[src/rtl/inst_enc_pkg.sv]
// inst_enc_pkg: opcode and field positions shared by instruction encoders and decoders
package inst_enc_pkg;
  localparam logic [6:0] OPC_JAL = 7'b1101111;
  localparam int IMM_J_MSB = 31;
  localparam int IMM_J_LSB = 12;
  localparam int RD_MSB = 11;
  localparam int RD_LSB = 7;
  localparam int OPC_MSB = 6;
  function automatic logic [31:0] pack_j(input logic [19:0] imm, input logic [4:0] rd, input logic [6:0] opc);
    logic [31:0] w;
    w = '0;
    w[IMM_J_MSB:IMM_J_LSB] = imm;
    w[RD_MSB:RD_LSB] = rd;
    w[OPC_MSB:0] = opc;
    return w;
  endfunction
endpackage

[src/rtl/inst_j_enc_if.sv]
// inst_j_enc_if: field input handshake, word output handshake and status of the J-type encoder
interface inst_j_enc_if #(
  parameter int DEPTH = 4,
  parameter int CNT_W = 16
);
  logic in_valid;
  logic in_ready;
  logic [19:0] in_imm;
  logic [4:0] in_rd;
  logic out_valid;
  logic out_ready;
  logic [31:0] out_word;
  logic [$clog2(DEPTH):0] level;
  logic [CNT_W-1:0] count;
  modport slave(
    input in_valid, in_imm, in_rd, out_ready,
    output in_ready, out_valid, out_word, level, count
  );
  modport master(
    output in_valid, in_imm, in_rd, out_ready,
    input in_ready, out_valid, out_word, level, count
  );
endinterface

[src/rtl/inst_j_enc_fifo.sv]
// sync_fifo: single-clock FIFO with separate occupancy counter so full/empty never alias
module sync_fifo #(
  parameter int DEPTH = 4,
  parameter int WIDTH = 32
) (
  input  logic clk,
  input  logic rst_n,
  input  logic push,
  input  logic pop,
  input  logic [WIDTH-1:0] din,
  output logic [WIDTH-1:0] dout,
  output logic [$clog2(DEPTH):0] level
);
  localparam int AW = $clog2(DEPTH);
  logic [WIDTH-1:0] mem [DEPTH];
  logic [AW-1:0] wp, rp;
  assign dout = mem[rp];
  always_ff @(posedge clk) begin
    if (push) mem[wp] <= din;
  end
  always_ff @(posedge clk) begin
    if (!rst_n) begin
      wp <= '0;
      rp <= '0;
      level <= '0;
    end else begin
      if (push) wp <= wp + 1'b1;
      if (pop) rp <= rp + 1'b1;
      level <= level + {{AW{1'b0}}, push} - {{AW{1'b0}}, pop};
    end
  end
endmodule

[src/rtl/inst_j_enc.sv]
// inst_j_enc: packs rd/imm into JAL-format words and queues them for a downstream consumer
module inst_j_enc
  import inst_enc_pkg::*;
#(
  parameter int DEPTH = 4,
  parameter logic [6:0] OPCODE = OPC_JAL,
  parameter int CNT_W = 16
) (
  input logic clk,
  input logic rst_n,
  inst_j_enc_if.slave bus
);
  localparam int LW = $clog2(DEPTH) + 1;
  logic push, pop;
  logic [31:0] word, head;
  logic [LW-1:0] level;
  // ready depends only on stored occupancy, so a full queue refuses even while draining
  assign bus.in_ready = level != LW'(DEPTH);
  assign bus.out_valid = level != '0;
  assign push = bus.in_valid && bus.in_ready;
  assign pop = bus.out_valid && bus.out_ready;
  assign word = pack_j(bus.in_imm, bus.in_rd, OPCODE);
  assign bus.out_word = bus.out_valid ? head : '0;
  assign bus.level = level;
  sync_fifo #(.DEPTH(DEPTH), .WIDTH(32)) u_fifo (
    .clk(clk),
    .rst_n(rst_n),
    .push(push),
    .pop(pop),
    .din(word),
    .dout(head),
    .level(level)
  );
  always_ff @(posedge clk) begin
    if (!rst_n) bus.count <= '0;
    else if (push) bus.count <= bus.count + CNT_W'(1);
  end
endmodule
[src/flat_wrapper.sv]
// flat-port wrapper written by rule: the top's interface ports become plain ports
module inst_j_enc_flat import inst_enc_pkg::*;
#(
  parameter int DEPTH = 4,
  parameter logic [6:0] OPCODE = OPC_JAL,
  parameter int CNT_W = 16
)
  (clk, rst_n, bus_in_valid, bus_in_imm, bus_in_rd, bus_out_ready, bus_in_ready, bus_out_valid, bus_out_word, bus_level, bus_count);
  inst_j_enc_if #(.DEPTH(DEPTH), .CNT_W(CNT_W)) bus_i ();
  input logic clk;
  input logic rst_n;
  input wire logic [$bits(bus_i.in_valid)-1:0] bus_in_valid;
  input wire logic [$bits(bus_i.in_imm)-1:0] bus_in_imm;
  input wire logic [$bits(bus_i.in_rd)-1:0] bus_in_rd;
  input wire logic [$bits(bus_i.out_ready)-1:0] bus_out_ready;
  output wire logic [$bits(bus_i.in_ready)-1:0] bus_in_ready;
  output wire logic [$bits(bus_i.out_valid)-1:0] bus_out_valid;
  output wire logic [$bits(bus_i.out_word)-1:0] bus_out_word;
  output wire logic [$bits(bus_i.level)-1:0] bus_level;
  output wire logic [$bits(bus_i.count)-1:0] bus_count;
  assign bus_i.in_valid = bus_in_valid;
  assign bus_i.in_imm = bus_in_imm;
  assign bus_i.in_rd = bus_in_rd;
  assign bus_i.out_ready = bus_out_ready;
  assign bus_in_ready = bus_i.in_ready;
  assign bus_out_valid = bus_i.out_valid;
  assign bus_out_word = bus_i.out_word;
  assign bus_level = bus_i.level;
  assign bus_count = bus_i.count;
  inst_j_enc #(.DEPTH(DEPTH), .OPCODE(OPCODE), .CNT_W(CNT_W)) u_core (.clk(clk), .rst_n(rst_n), .bus(bus_i));
endmodule
[config.mk]
export PLATFORM = sky130hd
export DESIGN_NAME = inst_j_enc_flat
export DESIGN_NICKNAME = d
export VERILOG_FILES = /design/src/rtl/inst_enc_pkg.sv /design/src/rtl/inst_j_enc_if.sv /design/src/rtl/inst_j_enc_fifo.sv /design/src/rtl/inst_j_enc.sv /design/src/flat_wrapper.sv
export SDC_FILE = /design/constraint.sdc
export NUM_CORES = 1
export LEC_CHECK = 0
export CORE_ASPECT_RATIO = 0.9
export CORE_MARGIN = 2
export CORE_UTILIZATION = 50
export CTS_BUF_LIST = sky130_fd_sc_hd__clkbuf_4
export CTS_CLUSTER_DIAMETER = 40
export DETAILED_ROUTE_END_ITERATION = 10
export PLACE_DENSITY = 0.79
export SYNTH_ARGS = -nofsm -noshare
export SYNTH_HDL_FRONTEND = slang
export SYNTH_HIERARCHICAL = 1
export SYNTH_SLANG_ARGS = --single-unit
[constraint.sdc]
create_clock -name clk -period 6.65 [get_ports clk]
set_input_delay 1.33 -clock clk [delete_from_list [all_inputs] [get_ports clk]]
set_output_delay 1.33 -clock clk [all_outputs]
set_load 0.01 [all_outputs]
Word level (Yosys, flattened, before mapping)
Memories as Yosys holds them, arrays and structs flattened. A register that Yosys moved wholly into a read port is not among the register bits.
Cells that the tools add are included.

word-level totals
  bits in registers = 23
  bits in latches = 0
  bits in writable memories = 100
  bits in read-only memories = 0
  input bits = 29
  output and inout port bits = 53
  word-level logic and storage cells = 19
  memories kept = 1

memory list
  memory             words  width  read ports  clocked after memory_dff  write ports  RTL line               RTL
  u_core.u_fifo.mem  4      25     1           1                         1            inst_j_enc_fifo.sv:15  logic [WIDTH-1:0] mem [DEPTH];

operators by class
  $add $sub $neg = 5
  multipliers = 0
  div/mod/pow operators = 0
  order comparisons = 0
  equality and inequality tests = 1
  shift operators = 0
  multiplexer cells = 5
  bitwise operators = 0
  reductions and logical operators = 3

operator list
  kind                     number
  $mux W32                 1
  $add A16 B1 Y16 const B  1
  $add A2 B1 Y2 const B    2
  $mux W2                  2
  $add A3 B1 Y3            1
  $ne A3 B3 Y1 const B     1
  $reduce_bool A3 Y1       1
  $sub A3 B1 Y3            1
  $logic_and A1 B1 Y1      2
  $mux W1                  2

Depth between registers and ports, before layout
  word-level depth = 4
  gate-level depth with buffers = 8
  mapped depth without buffers = 8

Modules after synthesis
The synthesis kept the hierarchy.

modules (own cells, without submodules)
  module      instances  cells an instance  area each (um2)  sequential area each (um2)
  sync_fifo   1          208                5089.9           4023.9
  inst_j_enc  1          128                985.9            320.3

Worst setup path before layout
OpenSTA, ideal clock, no wires.

  path type = in2reg
  from = input port bus_in_valid
  to = memory u_core/u_fifo/mem[0][0] (netlist name) (enable)
  library setup time = 392 ps
  data arrival time = 2389 ps
  data required time = 6258 ps
  path slack = 3869 ps
  cell stages on the path = 3
  path buffers = 0
  cells stage by stage = nand2_1 > inv_1 > and2_1

on the way
  cells in the longest elaborated chain, start to end = 3

RTL lines
  element                        RTL line               RTL
  start: declaration             flat_wrapper.sv:12     input wire logic [$bits(bus_i.in_valid)-1:0] bus_in_valid;
  $logic_and A1 B1 Y1            inst_j_enc.sv:20       assign push = bus.in_valid && bus.in_ready;
  via u_core.push                inst_j_enc.sv:14       logic push, pop;
  $mux W1                        inst_j_enc_fifo.sv:19  if (push) mem[wp] <= din;
  $mux W1 (not written as such)  inst_j_enc_fifo.sv:19
  end: declaration               inst_j_enc_fifo.sv:15

The timed path passes the listed nets, and every way through them passes these cells.

==> key figures <==
Timing
  • Setup TNS: 0 ns
  • Worst rel slew slack: about two fifths
  • RSZ-0062 raised after global routing: false
  • Skew final: ~0.013 ns
  • Fmax: 243 MHz
  • Final Critical Period: 4.11 ns
  • Fin. max-slew vios: 0
  • Final Hold Viols: 0
  • Setup ws final: 2.54 ns
  • Setup Viol. Count Final: 0
  • Post-route clock period utilization: 61.9%
  • Worst-margin pin slew: 0.888 ns

Floorplanning
  • Row cnt: 38
  • Initial core utilization: 50.9%
  • Die ar.: 13100 sq um
  • Die Span X: around 120 um
  • Die H: 109 um
  • Core ar.: 11900 sq um
  • Num ports: 82

Synth
  • Xor/xnor share of the synthesized area: 1.83%
  • Multiplexer share of the synthesized area: between 10% and 20%
  • Compound-cell area share of the yosys netlist: 1.65%
  • Cells after synthesis: 336
  • Largest family of logic cells by synthesized area: multiplexers
  • Synth Area per Inst: 18.1 sq um
  • Post-Syn Area: 6080 sq um
  • Yosys top cell area share: 63.3%
  • Adder-Cell Fraction of Synth Area: 1.77%
  • EDFF count, synth: around 130
  • Flops & latches, synth: 153
  • Post-synthesis sequential area ratio: between 70% and 80%
  • Synth Flop Type: edfxtp_1
  • Ys async rst share: 0%
  • Ranking of synthesized cells by area: edfxtp_1, mux4_2, dfxtp_1
  • Unique masters post-synth: 42
  • Area leader, netlist: edfxtp_1
  • Synthesis Warnings: 6
  • Post-synthesis simple-gate area fraction: ~8.4%

Layout
  • Most frequent cells in the layout: edfxtp_1, clkdlybuf4s50_1, nor2b_1
  • # fillers: between 800 and 900
  • Final #Nets: 489
  • Share of cells above drive strength 1: 15.9%
  • N_diodes: 0
  • Layout overhead on the synthesized area: 22.1%
  • Most common cell after layout, fill and taps aside: edfxtp_1
  • Final cell count without fillers: 625

GRT
  • GRT overflow: 0
  • Met2 GRT Util: 27.4%
  • Largest net degree at the start of global routing: 35
  • Met3 usage: 5.91%
  • Initial antenna violation count: 0
  • First-pass GRT wire length: ~17 mm
  • Vias in the first global route: around 3300
  • All-Layer GR Usage: 17.6%
  • GR Util met1: a little under a quarter
  • GR peak layer: met2

Detailed routing
  • Routed vias: 3214
  • Residual DRC count: 0
  • DR pass1 iterations: 4
  • Initial DRC count: 210
  • DR vias/cell: 5.14
  • WL/cell: around 17 um
  • Post-route ant nets: 0
  • Post-Route WL: 10.6 mm

Power
  • Switching share of power: 27.4%
  • P_int: 1.90 mW
  • Peak supply drop: 180 uV
  • Comb power frac: 30.4%
  • Lkg Pwr: 2.45 nW
  • Reg power frac: around 46%
  • Psw: about 0.72 mW
  • Pwr per Cell Area: approximately 350 nW/um^2
  • Clock network power share: 23.3%

CTS
  • TritonCTS buffer count: 17
  • Post-CTS Hold Buffers: 0
  • Setup bufs post-CTS: 0
  • Clk buf depth: 2
  • Root Buffer Master: clkbuf_4
  • CTS tree: built
  • Clock-pin slew on the worst setup and hold paths: 0.12 ns
  • Sink Count: 153
  • Clock Latency Late Sink: 0.53 ns
  • Post_cts resized: 0
  • Clock H-tree levels: 4

Placement
  • Place WS: 3.05 ns
  • Placed Cells: 593
  • Global placer's final weighted congestion: roughly 0.77
  • PortBufs: 81
  • Post-DP HPWL: 6.37 mm

Min path
  • Worst hold path class: reg -> reg

Critical path
  • Crit. End Element: output pin
  • Top fanout value on the critical path: 26
  • Worst Path Arrival: 2.78 ns
  • WS Path Type: reg -> out
  • CP Launch Type: flip-flop
  • Worst Path Required: 5.32 ns

Status
  • Status: finished clean

Job
  • Max Cap Viol: 0
-- critical path: stages, from the launching register on --
cell and delay (ns):
dfxtp_2 0.49, buf_4 0.50, mux4_1 0.62, nor2b_1 0.14
clkdlybuf4s50_1 0.49
-- cell usage after synthesis, types with 4 or more instances --
| cell type | number |
|---|---|
| a21oi_1 | 7 |
| and2_1 | 6 |
| buf_2 | 4 |
| clkbuf_1 | 4 |
| dfxtp_1 | 25 |
| edfxtp_1 | 128 |
| ha_1 | 7 |
| inv_1 | 13 |
| mux4_2 | 30 |
| nand2_1 | 7 |
| nand3_1 | 4 |
| nand4_1 | 4 |
| nor2_1 | 13 |
| nor2b_1 | 33 |
| xnor2_1 | 5 |
| xor2_1 | 5 |
-- routing by layer --
layer	share of wire, %	vias up
met4	1.4	0
met5	0	-
li1	-	1499
met1	46	1615
met2	47	87
met3	5.6	13
-- power by group through the flow --
stage | Sequential, mW | Combinational (mW) | Clock [mW]
finish | 1.21 | 0.795 | 0.609
global route | 1.22 | 0.864 | 0.660
CTS | 1.21 | 0.811 | 0.622
detailed placement | 1.23 | 0.808 | 0
global placement | 1.23 | 0.798 | 0
floorplan | 1.21 | 0.499 | 0
-- final cells by class --
class / instances / area, sq um / area share (%)
Multi-Input combinational cell: 183 / 1680 / 22.6
Clock buffer: 18 / 135 / 1.82
Sequential cell: 153 / 4350 / 58.6
Clock inverter: 14 / 179 / 2.41
Timing Repair Buffer: 83 / 826 / 11.1
Inverter: 14 / 52.6 / 0.708
Tap cell: 160 / 200 / 2.70
-- final timing paths --
check                          from                      to  slack, ns  cells after the start
max                       flip-flop         bus_out_word[0]       2.54                      4
min            u_core/bus.count[10]    u_core/bus.count[10]       0.51                      2
max reg2reg  u_core/u_fifo/level[2]  u_core/u_fifo/level[2]       4.24                      8
min reg2reg    u_core/bus.count[10]    u_core/bus.count[10]       0.51                      2
-- through the flow --
step	power, mW	area (sq um)	hold WS [ns]	utilization [%]
finish	2.62	7420	0.509	62.2
global route	2.75	7420	0.546	62.2
CTS	2.65	7420	0.514	62.2
detailed placement	2.04	7110	0.497	59.5
global placement	2.03	7110	0.484	59.5
floorplan	1.70	6170	0.499	-
-- state kept, by name (all words and copies together) (netlist names), named ones only --
name and count:
u_core/u_fifo/level 3, u_core/u_fifo/wp 2, u_core/u_fifo/rp 2, u_core/u_fifo/mem 128
u_core/bus.count 16
-- kinds of logic (layout without fill, tap and decap cells) --
kind of cell | Yosys count | in the layout
simple gates | 87 | 87
fa+ha+maj | 8 | 8
xor+xnor | 11 | 11
other cells | 2 | 28
buf+inv | 26 | 129
compound gates | 16 | 16
flops | 153 | 153
mux | 33 | 33
(Power assumes the default switching activity.)
